==> config.mk <==
export PLATFORM = sky130hd
export DESIGN_NAME = store_buffer
export DESIGN_NICKNAME = d
export VERILOG_FILES = /design/src/rtl/store_buffer.sv
export SDC_FILE = /design/constraint.sdc
export NUM_CORES = 1
export LEC_CHECK = 0
export ABC_CLOCK_PERIOD_IN_PS = 4100
export CAP_MARGIN = 20
export CORE_UTILIZATION = 45
export DETAILED_ROUTE_END_ITERATION = 12
export PLACE_DENSITY_LB_ADDON = 0.12
export SETUP_SLACK_MARGIN = 0.4
export SYNTH_ARGS = -nofsm -noshare
export SYNTH_HDL_FRONTEND = slang
export SYNTH_SLANG_ARGS = --single-unit
==> constraint.sdc <==
create_clock -name clk -period 4.1 [get_ports clk]
set_input_delay 0.615 -clock clk [delete_from_list [all_inputs] [get_ports clk]]
set_output_delay 0.615 -clock clk [all_outputs]
set_load 0.01 [all_outputs]
==> src/rtl/store_buffer.sv <==
// In-order store buffer between the commit data FIFO and the data memory write port.
// Buffers committed stores, drains them over a req/ack handshake, and flags same-word load hazards.
module store_buffer #(
  parameter int DEPTH = 4
) (
  input  logic        clk,
  input  logic        reset,
  input  logic [31:0] datafifo_addr_in,
  input  logic [31:0] datafifo_val_in,
  input  logic [1:0]  datafifo_size_in,
  input  logic        datafifo_valid_in,
  output logic        datafifo_full,
  output logic [31:0] mem_wr_addr,
  output logic [31:0] mem_wr_data,
  output logic [3:0]  mem_wr_strb,
  output logic        mem_wr_req,
  input  logic        mem_wr_ack,
  input  logic [31:0] load_check_addr,
  output logic        load_hazard,
  output logic        buffer_empty
);

  localparam int PTR_W = $clog2(DEPTH);

  typedef enum logic {
    IDLE,
    REQ
  } state_t;

  state_t           state;
  state_t           state_nxt;

  logic [31:0]      addr_mem [DEPTH];
  logic [31:0]      val_mem  [DEPTH];
  logic [1:0]       size_mem [DEPTH];

  logic [PTR_W-1:0] head;
  logic [PTR_W-1:0] tail;
  logic [PTR_W:0]   count;
  logic [PTR_W:0]   count_nxt;
  logic             push;
  logic             pop;
  logic             head_valid;
  logic [PTR_W-1:0] rel;
  logic             unused_bits;

  function automatic logic [3:0] strb_gen(input logic [1:0] size, input logic [1:0] a);
    logic [3:0] s;
    case (size)
      2'd0:    s = 4'b0001 << a;
      2'd1:    s = a[1] ? 4'b1100 : 4'b0011;
      default: s = 4'b1111;
    endcase
    return s;
  endfunction

  function automatic logic [31:0] data_gen(input logic [1:0] size, input logic [31:0] val);
    logic [31:0] d;
    case (size)
      2'd0:    d = {4{val[7:0]}};
      2'd1:    d = {2{val[15:0]}};
      default: d = val;
    endcase
    return d;
  endfunction

  assign datafifo_full = (count == (PTR_W + 1)'(DEPTH));
  assign push          = datafifo_valid_in && !datafifo_full;
  assign pop           = (state == REQ) && mem_wr_ack;

  always_comb begin
    count_nxt = count;
    if (push && !pop) begin
      count_nxt = count + 1'b1;
    end else if (pop && !push) begin
      count_nxt = count - 1'b1;
    end
  end

  // Drain FSM: stays in REQ across back-to-back entries, re-checking occupancy after each ack
  always_comb begin
    state_nxt = state;
    case (state)
      IDLE: if (count != '0) state_nxt = REQ;
      REQ:  if (pop) state_nxt = (count_nxt != '0) ? REQ : IDLE;
      default: state_nxt = IDLE;
    endcase
  end

  always_ff @(posedge clk) begin
    if (reset) begin
      state <= IDLE;
      head  <= '0;
      tail  <= '0;
      count <= '0;
    end else begin
      state <= state_nxt;
      count <= count_nxt;
      if (push) tail <= tail + 1'b1;
      if (pop)  head <= head + 1'b1;
    end
  end

  // Entry storage carries no reset; occupancy is tracked solely by head/count
  always_ff @(posedge clk) begin
    if (push) begin
      addr_mem[tail] <= datafifo_addr_in;
      val_mem[tail]  <= datafifo_val_in;
      size_mem[tail] <= datafifo_size_in;
    end
  end

  assign head_valid   = (count != '0);
  assign mem_wr_req   = (state == REQ);
  assign buffer_empty = !head_valid && (state == IDLE);
  assign mem_wr_addr  = head_valid ? {addr_mem[head][31:2], 2'b00} : 32'd0;
  assign mem_wr_strb  = head_valid ? strb_gen(size_mem[head], addr_mem[head][1:0]) : 4'd0;
  assign mem_wr_data  = head_valid ? data_gen(size_mem[head], val_mem[head]) : 32'd0;

  // An entry is occupied when its distance from head is below count
  always_comb begin
    load_hazard = 1'b0;
    rel         = '0;
    for (int i = 0; i < DEPTH; i++) begin
      rel = PTR_W'(i) - head;
      if (({1'b0, rel} < count) && (addr_mem[i][31:2] == load_check_addr[31:2])) begin
        load_hazard = 1'b1;
      end
    end
  end

  assign unused_bits = ^load_check_addr[1:0];

endmodule
==> run summary <==
status: complete, no violations
Filler cells: 2,099
DRC: 0
Worst EP required: 3480 ps
Yosys reg bits: 274
vias in the first global route: 7,392
Clock transition at path regs: 60 ps
ANT nets after route: 0
Max rail drop VDD: 0.3435 mV
Yosys cell types: 39
worst hold path startpoint: tail[1]
Die Wd: 167.4 µm
Worst Hold Class: reg -> reg
f_max: 274.5 MHz
Post-CTS Setup Bufs: 0
arrival time worst endpoint: 3030 ps
Critical Path Source Type: primary input
Crit Path Class: in -> out
Synth top area share: 64.40%
layout cell share with drive strength beyond 1: 15.95%
GRT Residual Overflow: 0
CP Launch Point: load_check_addr[24]
final wirelength: 30.36 mm
Worst slew margin: 50.66%
Initial Util: 45.81%
vias: 6,954
mapped cell area: 12,310 µm²
power density over the cells: 588.2 nW/µm²
Worst Tran Pin Value: 740.1 ps
post-route setup TNS: 0 ps
initial antenna violation count: 1
Reg area: 8137 µm²
GPL Wtd Cong: 0.8647
Iter 0 DRT Violations: 563
sequential share of the synthesized area: 66.02%
Core Region: 26,880 µm²
depth of the CTS H-tree: 1
Post-Syn Instances: 728
Final Cycle Share: 88.85%
clk root buf: clkbuf_16
synth top area cells: edfxtp_1 (64%), mux4_2 (12%), xnor2_1 (5.1%)
P_leak: 5.097 nW
Setup Skew: 9.595 ps
worst-path fanout max: 4
Avg Cell Area, Syn: 16.91 µm²
Die Area: 28,020 µm²
ANT cells: 0
multi-input logic area: 4003 µm²
Synth warnings: 0
global-route wire length before repair: 44.56 mm
row count: 60
I/O Pins: 174
CTS tree: built
RSZ-0062 raised after global routing: true
die span in y: 167.4 µm
Net count, final: 1,018
commonest non-fill, non-tap cell in the layout: edfxtp_1
Max Slew Vio Count: 0
I/O Buffers: 169
drt first pass iters: 5
Max Cap Viol: 0
most frequent cells in the layout: edfxtp_1 (264), clkdlybuf4s50_1 (158), xnor2_1 (70)
CTS Buf Count: 29
area leader, netlist: edfxtp_1
HPWL Detailed: 20.37 mm
fin crit period: 3643 ps
CTS Hold Bufs: 0
DR WL/cell: 23.92 µm
R2R Path Start: count[0]
endpoints failing setup: 0
Final Hold Violating Endpoints: 0
Via density: 5.480
worst skew pair latency: 540 ps
gr usage total: 21.47%
clk sinks: 274
Max Root-Sink Buffers: 3
Critical Path Sink Type: output pin
overall power: 9.143 mW
synth-to-layout area growth: 26.26%
largest net degree at the start of global routing: 63
-- path summary, 6_finish.rpt --
kind                          to  slack [ps]  cells past startpoint
setup / recovery     load_hazard         460                      7
hold / removal           tail[1]         520                      2
setup reg to reg  val_mem[3][25]        1290                      5
hold reg to reg          tail[1]         520                      2
-- cells in the mapped netlist --
cell	number
and3_1	1
nor2_2	1
edfxtp_1	264
a211oi_1	1
and4_1	1
nand2b_1	1
or4_1	1
nand2_1	27
ha_1	11
nor4_1	13
or2_1	1
mux2i_1	16
nor2b_1	40
a2111oi_0	4
a21boi_1	1
o21a_1	1
nor2_1	37
xor2_1	56
buf_2	10
and2_1	6
inv_1	7
buf_1	2
nand4_1	20
dfxtp_1	10
o31ai_1	1
clkbuf_1	15
o21ai_2	1
a21oi_1	20
a2111o_1	2
inv_2	1
buf_4	3
xnor2_1	72
a311oi_1	2
buf_6	9
conb_1	1
mux4_2	66
nand3_1	1
a31oi_1	1
o21ai_0	1
-- worst max-delay path: stages --
cell and delay, ps:
clkdlybuf4s50_1 520, xor2_1 190, nor4_1 270, nand4_1 180, or4_1 540, nand4_1 160, clkdlybuf4s50_1 560
-- sequential cells by signal, summed over array words and instances (netlist names), named ones only --
name and flops:
tail 2, count 3, val_mem 128, mem_wr_req 1
size_mem 8, head 2, addr_mem 128
-- layout make-up --
class,count,share of cell area (%)
flip-flops and latches,274,52.35
multi-input cells,409,25.75
repair buffers,183,12.25
clock buffers,29,4.669
well taps,341,2.745
clock inverters,25,2.045
inverters,8,0.1932
-- cells by family after synthesis --
kind of cell	synth area share, %
flops	66.02
simple gates	6.342
xor+xnor	9.107
mux	13.38
buf+inv	2.175
compound gates	1.830
fa+ha+maj	1.118
other cells	0.03046
-- per-layer routing --
layer,GRT usage (%),share of wire [%],wire (µm)
met1,28.32,41,12390
met2,36.63,50,15150
met3,3.971,7.0,2113
met4,5.664,2.3,691
met5,0,0.036,11
-- through the flow --
step                      util [%]  instances  cell area, µm²  worst slack, ps  hold WS [ps]
final                        57.84       1269           15540            457.2         515.1
after global routing         57.84       1269           15540            380.6         538.2
after CTS                    57.41       1267           15430            401.9         515.8
after detailed placement     53.43       1213           14360            279.1         507.2
after global placement       53.43       1213           14360            259.6         485.6
after floorplan                  -        729           12310            946.7         469.2
-- power by group --
group          switching (mW)  internal, mW  total, mW
Combinational            1.47          1.42       2.89
Clock                    1.07          1.73       2.80
Sequential              0.124          3.33       3.46
Total                    2.66          6.48       9.14
-- timing repair --
item,CTS,global route
pin swaps,0,1
endpoints found under the setup margin,12,15
gates resized for setup,13,17
gates cloned,0,2
Power figures use the tool's default switching activity.
